===== src/rtl/vga_pkg.sv =====
// vga_pkg: timing presets, colour-bar palette and line/frame total helper for vga_timing_gen
package vga_pkg;

  typedef struct packed {
    int act;
    int fp;
    int sync;
    int bp;
  } vga_axis_t;

  // 640x480@60, 25 MHz pixel clock
  localparam vga_axis_t VGA640_H = '{act: 640, fp: 16, sync: 96,  bp: 48};
  localparam vga_axis_t VGA640_V = '{act: 480, fp: 10, sync: 2,   bp: 33};
  // 800x600@72, 50 MHz pixel clock
  localparam vga_axis_t VGA800_H = '{act: 800, fp: 56, sync: 120, bp: 64};
  localparam vga_axis_t VGA800_V = '{act: 600, fp: 37, sync: 6,   bp: 23};

  // left-to-right colour bars: white, yellow, cyan, green, magenta, red, blue, black
  localparam logic [0:7][23:0] BAR_PALETTE = {
    24'hFFFFFF, 24'hFFFF00, 24'h00FFFF, 24'h00FF00,
    24'hFF00FF, 24'hFF0000, 24'h0000FF, 24'h000000
  };

  function automatic int vga_total(input vga_axis_t a);
    return a.act + a.fp + a.sync + a.bp;
  endfunction

endpackage


===== src/rtl/vga_delay_line.sv =====
// vga_delay_line: WIDTH x DEPTH enabled shift register with async reset value; DEPTH=0 is a wire
module vga_delay_line #(
  parameter int              WIDTH   = 1,
  parameter int              DEPTH   = 1,
  parameter logic [WIDTH-1:0] RST_VAL = '0
) (
  input  logic             clk,
  input  logic             rst_n,
  input  logic             en,
  input  logic [WIDTH-1:0] d,
  output logic [WIDTH-1:0] q
);

  if (DEPTH == 0) begin : g_wire
    logic unused_ctl;
    assign unused_ctl = ^{clk, rst_n, en};
    assign q = d;
  end else begin : g_sr
    logic [DEPTH-1:0][WIDTH-1:0] sr_q, sr_d;
    // shift one stage per enabled clock, hold otherwise
    always_comb begin
      sr_d[0] = en ? d : sr_q[0];
      for (int i = 1; i < DEPTH; i++) sr_d[i] = en ? sr_q[i-1] : sr_q[i];
    end
    // stage registers, reset to the inactive value
    always_ff @(posedge clk or negedge rst_n)
      if (!rst_n) sr_q <= {DEPTH{RST_VAL}};
      else sr_q <= sr_d;
    assign q = sr_q[DEPTH-1];
  end

endmodule


===== src/rtl/vga_timing_gen.sv =====
// vga_timing_gen: programmable VGA raster timing with renderer-latency alignment (optional colour bars: VGA_PATTERN_EN)
module vga_timing_gen
  import vga_pkg::*;
#(
  parameter int H_ACT  = VGA640_H.act,
  parameter int H_FP   = VGA640_H.fp,
  parameter int H_SYNC = VGA640_H.sync,
  parameter int H_BP   = VGA640_H.bp,
  parameter int V_ACT  = VGA640_V.act,
  parameter int V_FP   = VGA640_V.fp,
  parameter int V_SYNC = VGA640_V.sync,
  parameter int V_BP   = VGA640_V.bp,
  parameter bit HS_POL = 1'b0,
  parameter bit VS_POL = 1'b0,
  parameter int PIPE   = 2,
  parameter int CW     = 11
) (
  input  logic          CLK_25,
  input  logic          RST_N,
  input  logic          EN,
  input  logic [23:0]   RGB_IN,
  input  logic          PATTERN_SEL,
  output logic [CW-1:0] X,
  output logic [CW-1:0] Y,
  output logic          DE,
  output logic          FRAME_START,
  output logic [7:0]    FRAME_CNT,
  output logic [7:0]    VGA_R,
  output logic [7:0]    VGA_G,
  output logic [7:0]    VGA_B,
  output logic          VGA_HS,
  output logic          VGA_VS,
  output logic          VGA_BLANK_N,
  output logic          VGA_SYNC_N
);

  localparam int H_TOTAL = vga_total(vga_axis_t'{H_ACT, H_FP, H_SYNC, H_BP});
  localparam int V_TOTAL = vga_total(vga_axis_t'{V_ACT, V_FP, V_SYNC, V_BP});

  if (CW < $clog2(H_TOTAL) || CW < $clog2(V_TOTAL)) begin : g_cw_too_small
    $error("vga_timing_gen: CW too narrow for H_TOTAL/V_TOTAL");
  end
  if (PIPE < 0 || PIPE > 15) begin : g_pipe_range
    $error("vga_timing_gen: PIPE must be 0..15");
  end

  localparam logic [CW-1:0] H_LAST  = CW'(H_TOTAL - 1);
  localparam logic [CW-1:0] V_LAST  = CW'(V_TOTAL - 1);
  localparam logic [CW-1:0] H_ACT_C = CW'(H_ACT);
  localparam logic [CW-1:0] V_ACT_C = CW'(V_ACT);
  localparam logic [CW-1:0] HS_BEG  = CW'(H_ACT + H_FP);
  localparam logic [CW-1:0] HS_END  = CW'(H_ACT + H_FP + H_SYNC);
  localparam logic [CW-1:0] VS_BEG  = CW'(V_ACT + V_FP);
  localparam logic [CW-1:0] VS_END  = CW'(V_ACT + V_FP + V_SYNC);

  logic [CW-1:0] h_q, h_d, v_q, v_d, x_q, x_d, y_q, y_d;
  logic          de_q, de_d, fs_q, fs_d, hs_q, hs_d, vs_q, vs_d;
  logic [7:0]    fcnt_q, fcnt_d;
  logic [23:0]   rgb_q, rgb_d, rgb_src;
  logic          vhs_q, vhs_d, vvs_q, vvs_d, blank_q, blank_d;
  logic          hs_dly, vs_dly, de_dly, h_wrap, v_wrap, frame_end;

  // HS/VS/DE wait PIPE clocks so they meet RGB_IN at the shared output register
  vga_delay_line #(
    .WIDTH  (3),
    .DEPTH  (PIPE),
    .RST_VAL({~HS_POL, ~VS_POL, 1'b0})
  ) u_sync_dly (
    .clk  (CLK_25),
    .rst_n(RST_N),
    .en   (EN),
    .d    ({hs_q, vs_q, de_q}),
    .q    ({hs_dly, vs_dly, de_dly})
  );

`ifdef VGA_PATTERN_EN
  logic [CW-1:0] bar_idx;
  logic [23:0]   bar_xy, bar_dly;
  vga_delay_line #(
    .WIDTH  (24),
    .DEPTH  (PIPE),
    .RST_VAL('0)
  ) u_bar_dly (
    .clk  (CLK_25),
    .rst_n(RST_N),
    .en   (EN),
    .d    (bar_xy),
    .q    (bar_dly)
  );
  // colour bar from the X/Y stage column, delayed like a renderer would be
  always_comb begin
    bar_idx = x_q / CW'(H_ACT / 8);
    bar_xy  = (bar_idx < CW'(8)) ? BAR_PALETTE[bar_idx[2:0]] : '0;
    rgb_src = PATTERN_SEL ? bar_dly : RGB_IN;
  end
`else
  logic unused_pattern_sel;
  assign unused_pattern_sel = PATTERN_SEL;
  // renderer colour is the only pixel source
  always_comb rgb_src = RGB_IN;
`endif

  // counters, X/Y stage and output stage next-state; EN low holds everything
  always_comb begin
    h_wrap    = h_q == H_LAST;
    v_wrap    = v_q == V_LAST;
    frame_end = EN && x_q == H_LAST && y_q == V_LAST;
    h_d       = !EN ? h_q : h_wrap ? '0 : h_q + 1'b1;
    v_d       = !(EN && h_wrap) ? v_q : v_wrap ? '0 : v_q + 1'b1;
    x_d       = EN ? h_q : x_q;
    y_d       = EN ? v_q : y_q;
    de_d      = EN ? (h_q < H_ACT_C && v_q < V_ACT_C) : de_q;
    fs_d      = EN ? (h_q == '0 && v_q == '0) : fs_q;
    hs_d      = EN ? ((h_q >= HS_BEG && h_q < HS_END) ? HS_POL : ~HS_POL) : hs_q;
    vs_d      = EN ? ((v_q >= VS_BEG && v_q < VS_END) ? VS_POL : ~VS_POL) : vs_q;
    fcnt_d    = fcnt_q + 8'(frame_end);
    rgb_d     = !EN ? rgb_q : de_dly ? rgb_src : '0;
    vhs_d     = EN ? hs_dly : vhs_q;
    vvs_d     = EN ? vs_dly : vvs_q;
    blank_d   = EN ? de_dly : blank_q;
  end

  // all state; syncs and blank reset to their inactive levels
  always_ff @(posedge CLK_25 or negedge RST_N)
    if (!RST_N) begin
      h_q     <= '0;
      v_q     <= '0;
      x_q     <= '0;
      y_q     <= '0;
      de_q    <= 1'b0;
      fs_q    <= 1'b0;
      hs_q    <= ~HS_POL;
      vs_q    <= ~VS_POL;
      fcnt_q  <= '0;
      rgb_q   <= '0;
      vhs_q   <= ~HS_POL;
      vvs_q   <= ~VS_POL;
      blank_q <= 1'b0;
    end else begin
      h_q     <= h_d;
      v_q     <= v_d;
      x_q     <= x_d;
      y_q     <= y_d;
      de_q    <= de_d;
      fs_q    <= fs_d;
      hs_q    <= hs_d;
      vs_q    <= vs_d;
      fcnt_q  <= fcnt_d;
      rgb_q   <= rgb_d;
      vhs_q   <= vhs_d;
      vvs_q   <= vvs_d;
      blank_q <= blank_d;
    end

  assign X           = x_q;
  assign Y           = y_q;
  assign DE          = de_q;
  assign FRAME_START = fs_q;
  assign FRAME_CNT   = fcnt_q;
  assign VGA_R       = rgb_q[23:16];
  assign VGA_G       = rgb_q[15:8];
  assign VGA_B       = rgb_q[7:0];
  assign VGA_HS      = vhs_q;
  assign VGA_VS      = vvs_q;
  assign VGA_BLANK_N = blank_q;
  assign VGA_SYNC_N  = 1'b0;

endmodule

===== config.mk =====
export PLATFORM = sky130hd
export DESIGN_NAME = vga_timing_gen
export DESIGN_NICKNAME = d
export VERILOG_FILES = /design/src/rtl/vga_pkg.sv /design/src/rtl/vga_delay_line.sv /design/src/rtl/vga_timing_gen.sv
export SDC_FILE = /design/constraint.sdc
export NUM_CORES = 1
export LEC_CHECK = 0
export CORE_AREA = 4 4 94 96
export DETAILED_ROUTE_END_ITERATION = 7
export DIE_AREA = 0 0 98 100
export GPL_ROUTABILITY_DRIVEN = 0
export PLACE_DENSITY_LB_ADDON = 0.2
export SLEW_MARGIN = 20
export SYNTH_ARGS = -nofsm -noshare
export SYNTH_HDL_FRONTEND = slang
export SYNTH_SLANG_ARGS = --single-unit

===== constraint.sdc =====
create_clock -name CLK_25 -period 2.5 [get_ports CLK_25]
set_input_delay 0.375 -clock CLK_25 [delete_from_list [all_inputs] [get_ports CLK_25]]
set_output_delay 0.375 -clock CLK_25 [all_outputs]
set_load 0.005 [all_outputs]

==> results.sh <==
export IMPL_outcome="finished clean"
export IMPL_cp_end_kind="register"
export IMPL_vias_per_cell=5.24
export IMPL_multiInputGateArea_um2=1410
export IMPL_crit_required_ps=2730
export IMPL_synth_cell_types=40
export IMPL_holdWs_ps=467
export IMPL_hold_viol=0
export IMPL_routed_wl_um=8430
export IMPL_yosysTopAreaCell="dfrtp_1"
export IMPL_clock_latency_ps=340
export IMPL_num_vias=2824
export IMPL_cts_made_buffers=9
export IMPL_ant_nets=0
export IMPL_cts_resized=0
export IMPL_fillers=674
export IMPL_first_pass_iters=4
export IMPL_max_clock_freq_mhz=437
export IMPL_synthTopCellsByArea="dfrtp_1, mux2_2, dfstp_2"
export IMPL_dr_max_layer_used="met4"
export IMPL_wl_met3_um=463
export IMPL_power_density_nw_per_um2=601
export IMPL_grt_max_degree=60
export IMPL_drt_initial_drc_count=139
export IMPL_grt_ovfl_total=0
export IMPL_peakVddDrop_mv=0.295
export IMPL_fin_crit_ps=2290
export IMPL_hold_class="in2reg"
export IMPL_met1Wirelength_um=3860
export IMPL_grt_pass1_wl_um=14300
export IMPL_drcViolationCount=0
export IMPL_grt_usage=0.181
export IMPL_cts_root_buf="clkbuf_8"
export IMPL_r2r_slack_ps=210
export IMPL_antenna_found_initial=0
export IMPL_clockBufferDepth=2
export IMPL_setup_worst_path_start_class="register"
export IMPL_setup_viol_count_final=0
export IMPL_syn_inst=350
export IMPL_finalCritPeriodShare=0.915
export IMPL_synthToLayoutAreaGrowth_pct=29.7
export IMPL_n_antenna_cell=0
export IMPL_die_width_um=98
export IMPL_h_tree_depth=3
export IMPL_path_class="reg2reg"
export IMPL_crit_arrival_ps=2520
export IMPL_die_area_um2=9800
export IMPL_total_power_mw=3.02
export IMPL_synth_top_cell_area_share=0.523
export IMPL_avgSynthCellArea_um2=11.1
export IMPL_rows=33
export IMPL_synth_area_um2=3870
export IMPL_nNetsFinal=463
export IMPL_slew_violations=0
export IMPL_grt_pass1_vias=2917
export IMPL_leakage_nw=2.15
export IMPL_wl_per_cell_um=15.6
export IMPL_finClkSkew_ps=7.63
export IMPL_clkSinkCount=89
export IMPL_hpwl_um=6020
export IMPL_rsz0062_at_grt="false"
export IMPL_ys_warnings_count=0
export IMPL_pin_count=88
export IMPL_clk_pin_slew_worst_paths_ps=80
export IMPL_cap_violations=0
export IMPL_core_um2=8050
export IMPL_cts_tree="built"
export IMPL_tightest_slew_ps=815
export IMPL_fin_tns_setup_ps=0
export IMPL_layout_drive_gt1_share=0.150
export IMPL_die_height_um=100
export IMPL_crit_path_max_fanout=3
export IMPL_seq_area_frac_synth=0.577
export IMPL_met2_wirelength_um=4010
export IMPL_max_slew_margin=0.457
export IMPL_syn_nets=384
export IMPL_start_util=0.481
export IMPL_seq_area_um2=2240
export IMPL_port_buffers=85
export IMPL_ys_ff_latch=89
## timing repair
| item | 4_1_cts | 5_1_grt |
|---|---|---|
| endpoints found under the hold margin | 30 | 0 |
| hold buffers | 1 | 0 |
| buffers inserted | 0 | 0 |
## cell families (layout without fill, tap and decap cells)
| group | Yosys count | after routing | synth area share |
|---|---|---|---|
| simple gates | 103 | 103 | 0.146 |
| flops | 89 | 89 | 0.577 |
| buf+inv | 58 | 142 | 0.0601 |
| compound gates | 41 | 41 | 0.0578 |
| mux | 34 | 34 | 0.0978 |
| xor+xnor | 18 | 18 | 0.0407 |
| fa+ha+maj | 6 | 6 | 0.0194 |
| other cells | 1 | 1 | 0.000968 |
## critical path, cell delays in order (launching register included)
cell and delay, ps:
dfrtp_1 400, nand4b_1 190, nor4_1 270, nand4_1 230, nor3_1 270, ha_1 220
ha_1 180, and3_1 190, nand3_1 100, xnor2_1 130
## routing by layer
layer | vias to the layer above | global-route usage
met5 | - | 0
met4 | 0 | 0.0607
met3 | 8 | 0.0361
met2 | 83 | 0.294
met1 | 1380 | 0.247
li1 | 1353 | -
## registers in the layout, summed over array words and instances (netlist names)
name	flops
v_q	11
VGA_HS	1
u_sync_dly.g_sr.sr_q	3
h_q	11
u_sync_dly.q	3
FRAME_START	1
Y	11
VGA_BLANK_N	1
X	11
rgb_q	24
FRAME_CNT	8
hs_q	1
vs_q	1
VGA_VS	1
DE	1
## stage by stage
step / std cells / utilization / setup WS [ps] / instance area, um2
after floorplan: 350 / - / 454 / 3870
after global placement: 522 / 0.596 / 160 / 4800
after detailed placement: 522 / 0.596 / 170 / 4800
after CTS: 539 / 0.624 / 157 / 5020
after global routing: 539 / 0.624 / 25.9 / 5020
final: 539 / 0.624 / 212 / 5020
## report_power, final
part	internal, mW	switching (mW)	total, mW
Combinational	0.204	0.157	0.361
Clock	0.564	0.478	1.04
Sequential	1.52	0.0987	1.62
## worst paths after layout
path                               from                      end  cells after the start
max                               Y[10]             FRAME_CNT[6]                      9
min                                  EN                   h_q[4]                      3
max reg2reg                       Y[10]             FRAME_CNT[6]                      9
min reg2reg                FRAME_CNT[7]             FRAME_CNT[7]                      1
max in group asynchronous         RST_N  u_sync_dly.g_sr.sr_q[1]                      3
min in group asynchronous         RST_N             FRAME_CNT[2]                      2
## cell usage in the layout, fill, tap and decap left out, types with 2 or more instances in the layout
cell | netlist | routed
a21oi_1 | 4 | 4
a31oi_1 | 2 | 2
and3_1 | 3 | 3
and3_2 | 2 | 2
and4_1 | 2 | 2
buf_4 | 1 | 6
bufinv_16 | 0 | 2
clkbuf_1 | 12 | 2
clkbuf_8 | 0 | 9
clkdlybuf4s50_1 | 0 | 83
dfrtp_1 | 81 | 81
dfstp_2 | 8 | 8
ha_1 | 6 | 6
inv_1 | 34 | 34
mux2_2 | 31 | 31
mux2i_1 | 3 | 3
nand2_1 | 10 | 10
nand2b_1 | 2 | 2
nand3_1 | 36 | 36
nand4_1 | 11 | 11
nand4b_1 | 2 | 2
nor2_1 | 13 | 13
nor3_1 | 6 | 6
nor4_1 | 6 | 6
o21ai_0 | 30 | 30
or3_1 | 4 | 4
xnor2_1 | 11 | 11
xor2_1 | 7 | 7
## synth_stat cells (all sizes together)
library cell / number
o2bb2ai: 1
and3: 5
inv: 34
a32o: 1
nand2: 10
nand3: 36
o21ai: 30
nand4b: 2
o22ai: 1
a21oi: 4
o31a: 1
nand3b: 1
or4b: 2
a31oi: 2
and4: 2
nor2: 13
clkbuf: 12
ha: 6
or3: 4
nand2b: 2
o31ai: 1
conb: 1
buf: 12
nor2b: 1
mux2: 31
xor2: 7
dfrtp: 81
nor3: 6
nor4: 6
dfstp: 8
nand4: 11
and4b: 1
xnor2: 11
nor4b: 1
mux2i: 3
## area by class of cell
| class | instances | area share |
|---|---|---|
| sequential | 89 | 0.445 |
| clock buffer | 11 | 0.0261 |
| timing repair buffer | 92 | 0.181 |
| multi-input combinational | 203 | 0.280 |
| clock inverter | 5 | 0.0162 |
| tap | 105 | 0.0261 |
| inverter | 34 | 0.0254 |
Note: power is estimated with default switching activity, not from simulation.
